===== src/rtl/fifo_burst_reader.sv =====
// Burst read controller: pops burst_len words from a synchronous FIFO and
// re-presents them on a valid/ready stream through a 2-entry skid buffer.
module fifo_burst_reader #(
    parameter int WIDTH = 8,
    parameter int LENW  = 8
) (
    input  logic             clk,
    input  logic             rst_n,
    input  logic             start,
    input  logic [LENW-1:0]  burst_len,
    output logic             busy,
    output logic             done,
    input  logic             fifo_empty,
    output logic             fifo_rd_en,
    input  logic [WIDTH-1:0] fifo_dout,
    output logic             m_valid,
    input  logic             m_ready,
    output logic [WIDTH-1:0] m_data,
    output logic             m_last
);

    typedef enum logic [1:0] {
        S_IDLE,
        S_RUN,
        S_FLUSH,
        S_DONE
    } state_t;

    state_t           state_q, state_d;
    logic [LENW-1:0]  rem_q, rem_d;

    logic [WIDTH-1:0] data_q [2];
    logic [1:0]       last_q;
    logic             wr_ptr_q, rd_ptr_q;
    logic [1:0]       occ_q, occ_d;

    logic             push, pop;

    assign push    = fifo_rd_en;
    assign pop     = m_valid & m_ready;
    assign m_valid = (occ_q != 2'd0);
    assign m_data  = data_q[rd_ptr_q];
    assign m_last  = last_q[rd_ptr_q];
    assign busy    = (state_q == S_RUN) || (state_q == S_FLUSH);
    assign done    = (state_q == S_DONE);

    // NOTE: every signal gets a default before the case so no path can infer a latch.
    always_comb begin
        state_d    = state_q;
        rem_d      = rem_q;
        fifo_rd_en = 1'b0;
        unique case (state_q)
            S_IDLE: begin
                if (start) begin
                    if (burst_len != '0) begin
                        rem_d   = burst_len;
                        state_d = S_RUN;
                    end else begin
                        state_d = S_DONE;
                    end
                end
            end
            S_RUN: begin
                // Gated on buffer room only, never on m_ready, to keep the FIFO path short.
                fifo_rd_en = !fifo_empty && (rem_q != '0) && (occ_q != 2'd2);
                if (fifo_rd_en) begin
                    rem_d = rem_q - LENW'(1);
                    if (rem_q == LENW'(1)) state_d = S_FLUSH;
                end
            end
            S_FLUSH: begin
                if (pop && m_last) state_d = S_DONE;
            end
            S_DONE: begin
                state_d = S_IDLE;
            end
            default: state_d = S_IDLE;
        endcase
    end

    always_comb begin
        occ_d = occ_q;
        if (push && !pop)      occ_d = occ_q + 2'd1;
        else if (!push && pop) occ_d = occ_q - 2'd1;
    end

    // NOTE: sequential state uses non-blocking assignments so every flop samples pre-edge values.
    always_ff @(posedge clk or negedge rst_n) begin
        if (!rst_n) begin
            state_q <= S_IDLE;
            rem_q   <= '0;
        end else begin
            state_q <= state_d;
            rem_q   <= rem_d;
        end
    end

    // NOTE: the two buffer entries are reset too, so m_data reads zero straight out of reset.
    always_ff @(posedge clk or negedge rst_n) begin
        if (!rst_n) begin
            for (int i = 0; i < 2; i++) data_q[i] <= '0;
            last_q   <= '0;
            wr_ptr_q <= 1'b0;
            rd_ptr_q <= 1'b0;
            occ_q    <= '0;
        end else begin
            if (push) begin
                data_q[wr_ptr_q] <= fifo_dout;
                last_q[wr_ptr_q] <= (rem_q == LENW'(1));
                wr_ptr_q         <= ~wr_ptr_q;
            end
            if (pop) rd_ptr_q <= ~rd_ptr_q;
            occ_q <= occ_d;
        end
    end

endmodule


===== config.mk =====
export PLATFORM = sky130hd
export DESIGN_NAME = fifo_burst_reader
export DESIGN_NICKNAME = d
export VERILOG_FILES = /design/src/rtl/fifo_burst_reader.sv
export SDC_FILE = /design/constraint.sdc
export NUM_CORES = 1
export LEC_CHECK = 0
export CAP_MARGIN = 20
export CELL_PAD_IN_SITES_DETAIL_PLACEMENT = 1
export CELL_PAD_IN_SITES_GLOBAL_PLACEMENT = 1
export CORE_MARGIN = 4
export CORE_UTILIZATION = 35
export CTS_CLUSTER_SIZE = 8
export DETAILED_ROUTE_END_ITERATION = 10
export PLACE_DENSITY_LB_ADDON = 0.1
export SKIP_LAST_GASP = 1
export SLEW_MARGIN = 0
export SYNTH_ARGS = -nofsm -noshare
export SYNTH_HDL_FRONTEND = slang
export SYNTH_SLANG_ARGS = --single-unit

===== constraint.sdc =====
create_clock -name clk -period 2.3 [get_ports clk]
set_input_delay 0.23 -clock clk [delete_from_list [all_inputs] [get_ports clk]]
set_output_delay 0.23 -clock clk [all_outputs]
set_load 0.1 [all_outputs]

## Word level (Yosys, flattened, before mapping)

Index checks and enable logic that the tools add are counted.
Widths: inputs -> output; s select.

- Eq/ne operators: 10
- Multipliers: 0
- Shift operators: 0
- Muxes and demuxes: 24
- Reductions and logical operators: 19
- Bitwise gates (word level): 5
- $add $sub $neg: 3
- Magnitude comparators: 6
- Divide/modulo/power cells: 0

Operators by type and width:

| operator | count |
|---|---|
| $mux 8 | 7 |
| $bwmux 16 | 1 |
| $pmux 8 s2 | 1 |
| $reduce_bool 8->1 | 2 |
| $mux 2 | 7 |
| $demux 8 s1 | 1 |
| $eq 8x1->1 const B | 1 |
| $pmux 2 s4 | 1 |
| $reduce_and 4->1 | 2 |
| $sub 8x1->8 const B | 1 |
| $logic_and 1x1->1 | 7 |
| $ne 2x1->1 const B | 3 |
| $ne 2x2->1 const B | 3 |
| $reduce_bool 2->1 | 3 |
| $eq 2x2->1 const B | 2 |
| $ge 2x2->1 const B | 2 |
| $lt 1x2->1 const B | 2 |
| $mux 1 | 4 |
| $not 1->2 | 2 |
| $logic_not 1->1 | 3 |
| $add 2x1->2 const B | 1 |
| $bwmux 2 | 1 |
| $eq 2x1->1 const B | 1 |
| $logic_not 2->1 | 1 |
| other kinds (7) | 8 |

- Memories: 0
- Bits in latches: 0
- RAM bits: 0
- Flip-flop bits (word level): 32
- ROM bits: 0

## Longest topological paths before layout

- Depth in word-level cells: 8
- Mapped depth: 10
- Mapped depth without buffers: 9

## Worst setup path before layout

No wires, ideal clock.

- Path type: register to register
- Start point: register rem_q[0]
- End point: register occ_q[1]
- Setup slack: -877 ps
- Arrival time: 3051 ps
- Path buffers: 1
- Library setup time: 125 ps
- Required time: 2175 ps
- Cell stages (with the launch flop): 11
- Cell sequence: dfrtp_1 inv_1 ha_1 or3b_2 buf_6 o211ai_4 nor2_1 ha_1 xor2_1 nor2_1 xor2_1

- Longest elaborated chain between the ends: 7
- Elaborated cells on any way between the ends: 9

Ends and longest elaborated chain:

| what | RTL line | source |
|---|---|---|
| start, declared | 30 | `logic [LENW-1:0] rem_q, rem_d;` |
| start signal, assigned | 94 | `rem_q <= rem_d;` |
| $reduce_bool 8->1 * | 65 | `fifo_rd_en = !fifo_empty && (rem_q != '0) && (occ_q != 2'd2);` |
| $logic_and 1x1->1 * (2 in a row) | 65 |  |
| $mux 1 * | 52 | `unique case (state_q)` |
| net fifo_rd_en | 14 | `output logic fifo_rd_en,` |
| $logic_not 1->1 | 84 | `else if (!push && pop) occ_d = occ_q - 2'd1;` |
| $logic_and 1x1->1 | 84 |  |
| $reduce_bool 2->1 (no line) | - |  |
| end signal, assigned | 105 | `occ_q <= '0;` |
| end signal, assigned | 113 | `occ_q <= occ_d;` |
| end, declared | 35 | `logic [1:0] occ_q, occ_d;` |

The timed path passes the listed nets; every way through them passes the cells marked *.
A chain may end at the register's enable or synchronous reset.

## Final worst setup path

- Start point: register rem_q[0]
- End point: register rem_q[4]

- Longest elaborated chain between the ends: 5
- Elaborated cells on any way between the ends: 8

Ends and longest elaborated chain:

| what |
|---|
| parallel branches: the longest is 5 deep, another holds $sub 8x1->8 |

Several ways; the timed one is not identified. The select of a mux whose other input is x is not followed.

==> impl_summary.log <==
[metrics] Post-CTS Setup Bufs: 0
[metrics] via count of the first global-routing pass: 1685
[metrics] net count after synthesis: 194
[metrics] count of cells resized by post-cts repair: 0
[metrics] most used flip-flop cell after synthesis: dfrtp_1
[metrics] Worst-Margin Slew: 0.468 ns
[metrics] maximum clock insertion buffer count: 2
[metrics] # hold bufs at CTS: 0
[metrics] placeable core region: 5240 µm²
[metrics] fin cells: 277
[metrics] Total GRT Usage: 0.160
[metrics] via count of the routed design: 1482
[metrics] number of antenna violations at the first check in global routing: 0
[metrics] hold violation total from the final report: 0
[metrics] kind of start point of the critical path: flop
[metrics] layout-stage area growth over the synthesis result: 29.8%
[metrics] Worst Path Required: 2.46 ns
[metrics] instance count of the mapped netlist: 165
[metrics] total detailed-routing wirelength: 4910 µm
[metrics] post-synthesis cell type with the largest combined area: dfrtp_1
[metrics] library cell used as clock root buffer: clkbuf_8
[metrics] DRC viols: 0
[metrics] number of flops mapped to enable cells by yosys: 0
[metrics] area fraction of the dominant cell type after synthesis: 0.414
[metrics] post-synthesis average cell area: 11.7 µm²
[metrics] Async SR Flop Fraction: 1.00
[metrics] area of the mapped netlist: 1930 µm²
[metrics] cells along the critical path: inv_2, ha_2, or3b_4, o211ai_4, buf_4, a22oi_1, a221o_2
[metrics] clock transition at the register clock pins on the worst setup and hold paths after CTS: 0.07 ns
[metrics] number of setup violations in the final report: 0
[metrics] Post-Route Skew: 0.00674 ns
[metrics] Die Height: 82.3 µm
[metrics] Clock H-tree levels: 2
[metrics] count of placed standard cells including taps: 269
[metrics] TritonCTS Sinks: 32
[metrics] Num CTS Buffers: 5
[metrics] starting density of the core: 0.369
[metrics] Avg Vias per Cell: 5.35
[metrics] kind of end point of the critical path: flop
[metrics] Yosys warnings: 0
[metrics] Min-Delay Path Class: input port to asynchronous set/reset pin
[metrics] Worst Path Arrival: 2.34 ns
[metrics] total half-perimeter wirelength after legalization and detailed placement: 3790 µm
[metrics] RSZ-0062 raised after global routing: false
[metrics] crit path kind: flop to flop
[metrics] post-place instance area: 2380 µm²
[metrics] crit-path max cell delay: 0.44 ns
[metrics] Ports: 34
[metrics] cell types occupying the most area after synthesis: dfrtp_1, mux2_2, mux2_4
[metrics] global-route congestion overflow total: 0
[metrics] highest clock frequency the design can meet: 459 MHz
[metrics] highest-delay cell along the critical path: or3b_4
[metrics] Max Slew Vio Count: 0
[metrics] setup_tns: 0 ns
[metrics] largest net degree at the start of global routing: 33
[metrics] area of the die: 6780 µm²
[metrics] remaining number of nets flagged by the antenna check after routing: 0
[metrics] TritonCTS clock tree: done
[metrics] width of the die: 82.3 µm
[metrics] flops & latches, synth: 32
[metrics] port bufs: 33
[metrics] fraction of the cycle the final worst path needs: 0.948
[metrics] share of post-route cells with drive strength above 1: 0.367
[metrics] post-layout utilization of the core: 0.479
[metrics] last weighted congestion value of the routability-driven placer: 0.838
[metrics] clock period minus final worst setup slack: 2.18 ns
[metrics] post-route standard cell area excluding fillers: 2510 µm²
[metrics] global-route wire length before repair: 8220 µm
[metrics] Skew-Pair Late Insertion Delay: 0.28 ns
[metrics] Pre-Repair DR Iteration Count: 4
[metrics] site row count: 26
[metrics] max-cap violation count: 0
[metrics] run status: complete, no violations
[metrics] final antenna diode count: 0
[metrics] share of synthesized area occupied by flip-flops and latches: 0.414
[metrics] Netlist cell types: 53
[metrics] Slew Limit Headroom: 0.688
[metrics] final net count: 235
[metrics] largest fanout of any net on the critical path: 7
[metrics] Initial DRC Count: 30
[metrics] Routed WL per cell: 17.7 µm
-- final cells by class --
class                      instances  area (µm²)
clock buffer                       7        96.3
clock inverter                     1        30.0
fill                             573        2730
inverter                          10        37.5
multi-input combinational        115        1070
sequential                        32         801
tap                               70        87.6
timing repair buffer              42         390
-- worst max-delay path: cells and delay by family, from the launching register on --
| kind | cells | cell delay, ns |
|---|---|---|
| AO/OA/AOI/OAI | 3 | 0.71 |
| adder cells (fa/ha/maj) | 1 | 0.19 |
| buffers and inverters | 2 | 0.28 |
| flip-flops | 1 | 0.43 |
| AND/OR/NAND/NOR | 1 | 0.44 |
-- flip-flops by register name, indices dropped and copies added, names as in the netlist --
name and flops:
data_q 16, last_q 2, occ_q 2, rd_ptr_q 1
rem_q 8, state_q 2, wr_ptr_q 1
-- synthesized netlist by cell type, types with 3 or more instances --
master and n:
nand3_1 3, clkbuf_1 3, nand2_1 6, a31oi_1 3, nand2b_1 4, nor2_1 7, mux2_4 9, ha_1 8
inv_1 10, a2bb2oi_1 3, o21ai_0 4, mux2i_1 3, dfrtp_1 32, mux2_2 18, or4_1 3, buf_6 3
-- stage by stage --
step	hold slack [ns]	setup WS [ns]
finish	0.357	0.119
global route	0.389	0.00861
CTS	0.361	0.122
detailed placement	0.488	0.0386
global placement	0.473	0.0870
floorplan	-0.0656	0.0250
-- placed cells by master, fill, tap and decap left out, types with 2 or more instances in the layout --
| cell type | instances |
|---|---|
| a2111oi_0 | 2 |
| a211o_1 | 2 |
| a221o_2 | 2 |
| a221oi_1 | 2 |
| a2bb2oi_1 | 3 |
| a31o_2 | 2 |
| a31oi_1 | 3 |
| buf_12 | 2 |
| buf_4 | 20 |
| clkbuf_8 | 7 |
| clkdlybuf4s50_1 | 20 |
| dfrtp_1 | 32 |
| ha_1 | 6 |
| inv_1 | 8 |
| inv_2 | 2 |
| mux2_2 | 18 |
| mux2_4 | 9 |
| mux2i_1 | 3 |
| nand2_1 | 6 |
| nand2b_1 | 4 |
| nand3_1 | 3 |
| nor2_1 | 6 |
| nor4_1 | 2 |
| o21ai_0 | 4 |
| or3_1 | 2 |
| or4_1 | 3 |
| xnor2_1 | 2 |
| xor2_1 | 2 |
-- cells by family (layout without fill, tap and decap cells) --
logic type               Yosys count  in the layout  synth area share
XOR/XNOR                           4              4            0.0181
buffers and inverters             18             60            0.0472
AO/OA/AOI/OAI                     37             37             0.172
flip-flops                        32             32             0.414
adder cells (fa/ha/maj)            8              8            0.0517
AND/OR/NAND/NOR                   36             36             0.107
multiplexers                      30             30             0.190
-- routing by layer --
metal / vias up / GRT usage / wire (µm)
met4: 0 / 0.0532 / 98
met3: 10 / 0.0336 / 220
met5: - / 0 / 0
li1: 704 / - / -
met1: 730 / 0.186 / 2070
met2: 38 / 0.289 / 2520
-- worst paths after layout --
kind | cells after the start | start | to | slack, ns
hold reg to reg | 1 | last_q[1]$_DFFE_PN0P_ | last_q[1]$_DFFE_PN0P_ | 0.50
min in group clk | 1 | last_q[1]$_DFFE_PN0P_ | last_q[1]$_DFFE_PN0P_ | 0.50
hold / removal | 2 | rst_n | data_q[15]$_DFFE_PN0P_ | 0.36
max in group asynchronous | 2 | rst_n | data_q[4]$_DFFE_PN0P_ | 1.65
setup reg to reg | 7 | rem_q[0]$_DFFE_PN0P_ | rem_q[4]$_DFFE_PN0P_ | 0.12
setup / recovery | 7 | rem_q[0]$_DFFE_PN0P_ | rem_q[4]$_DFFE_PN0P_ | 0.12
Power is left out: the tool's default activity adds up to more than one toggle a clock period on the data nets, which glitch-free logic cannot reach.
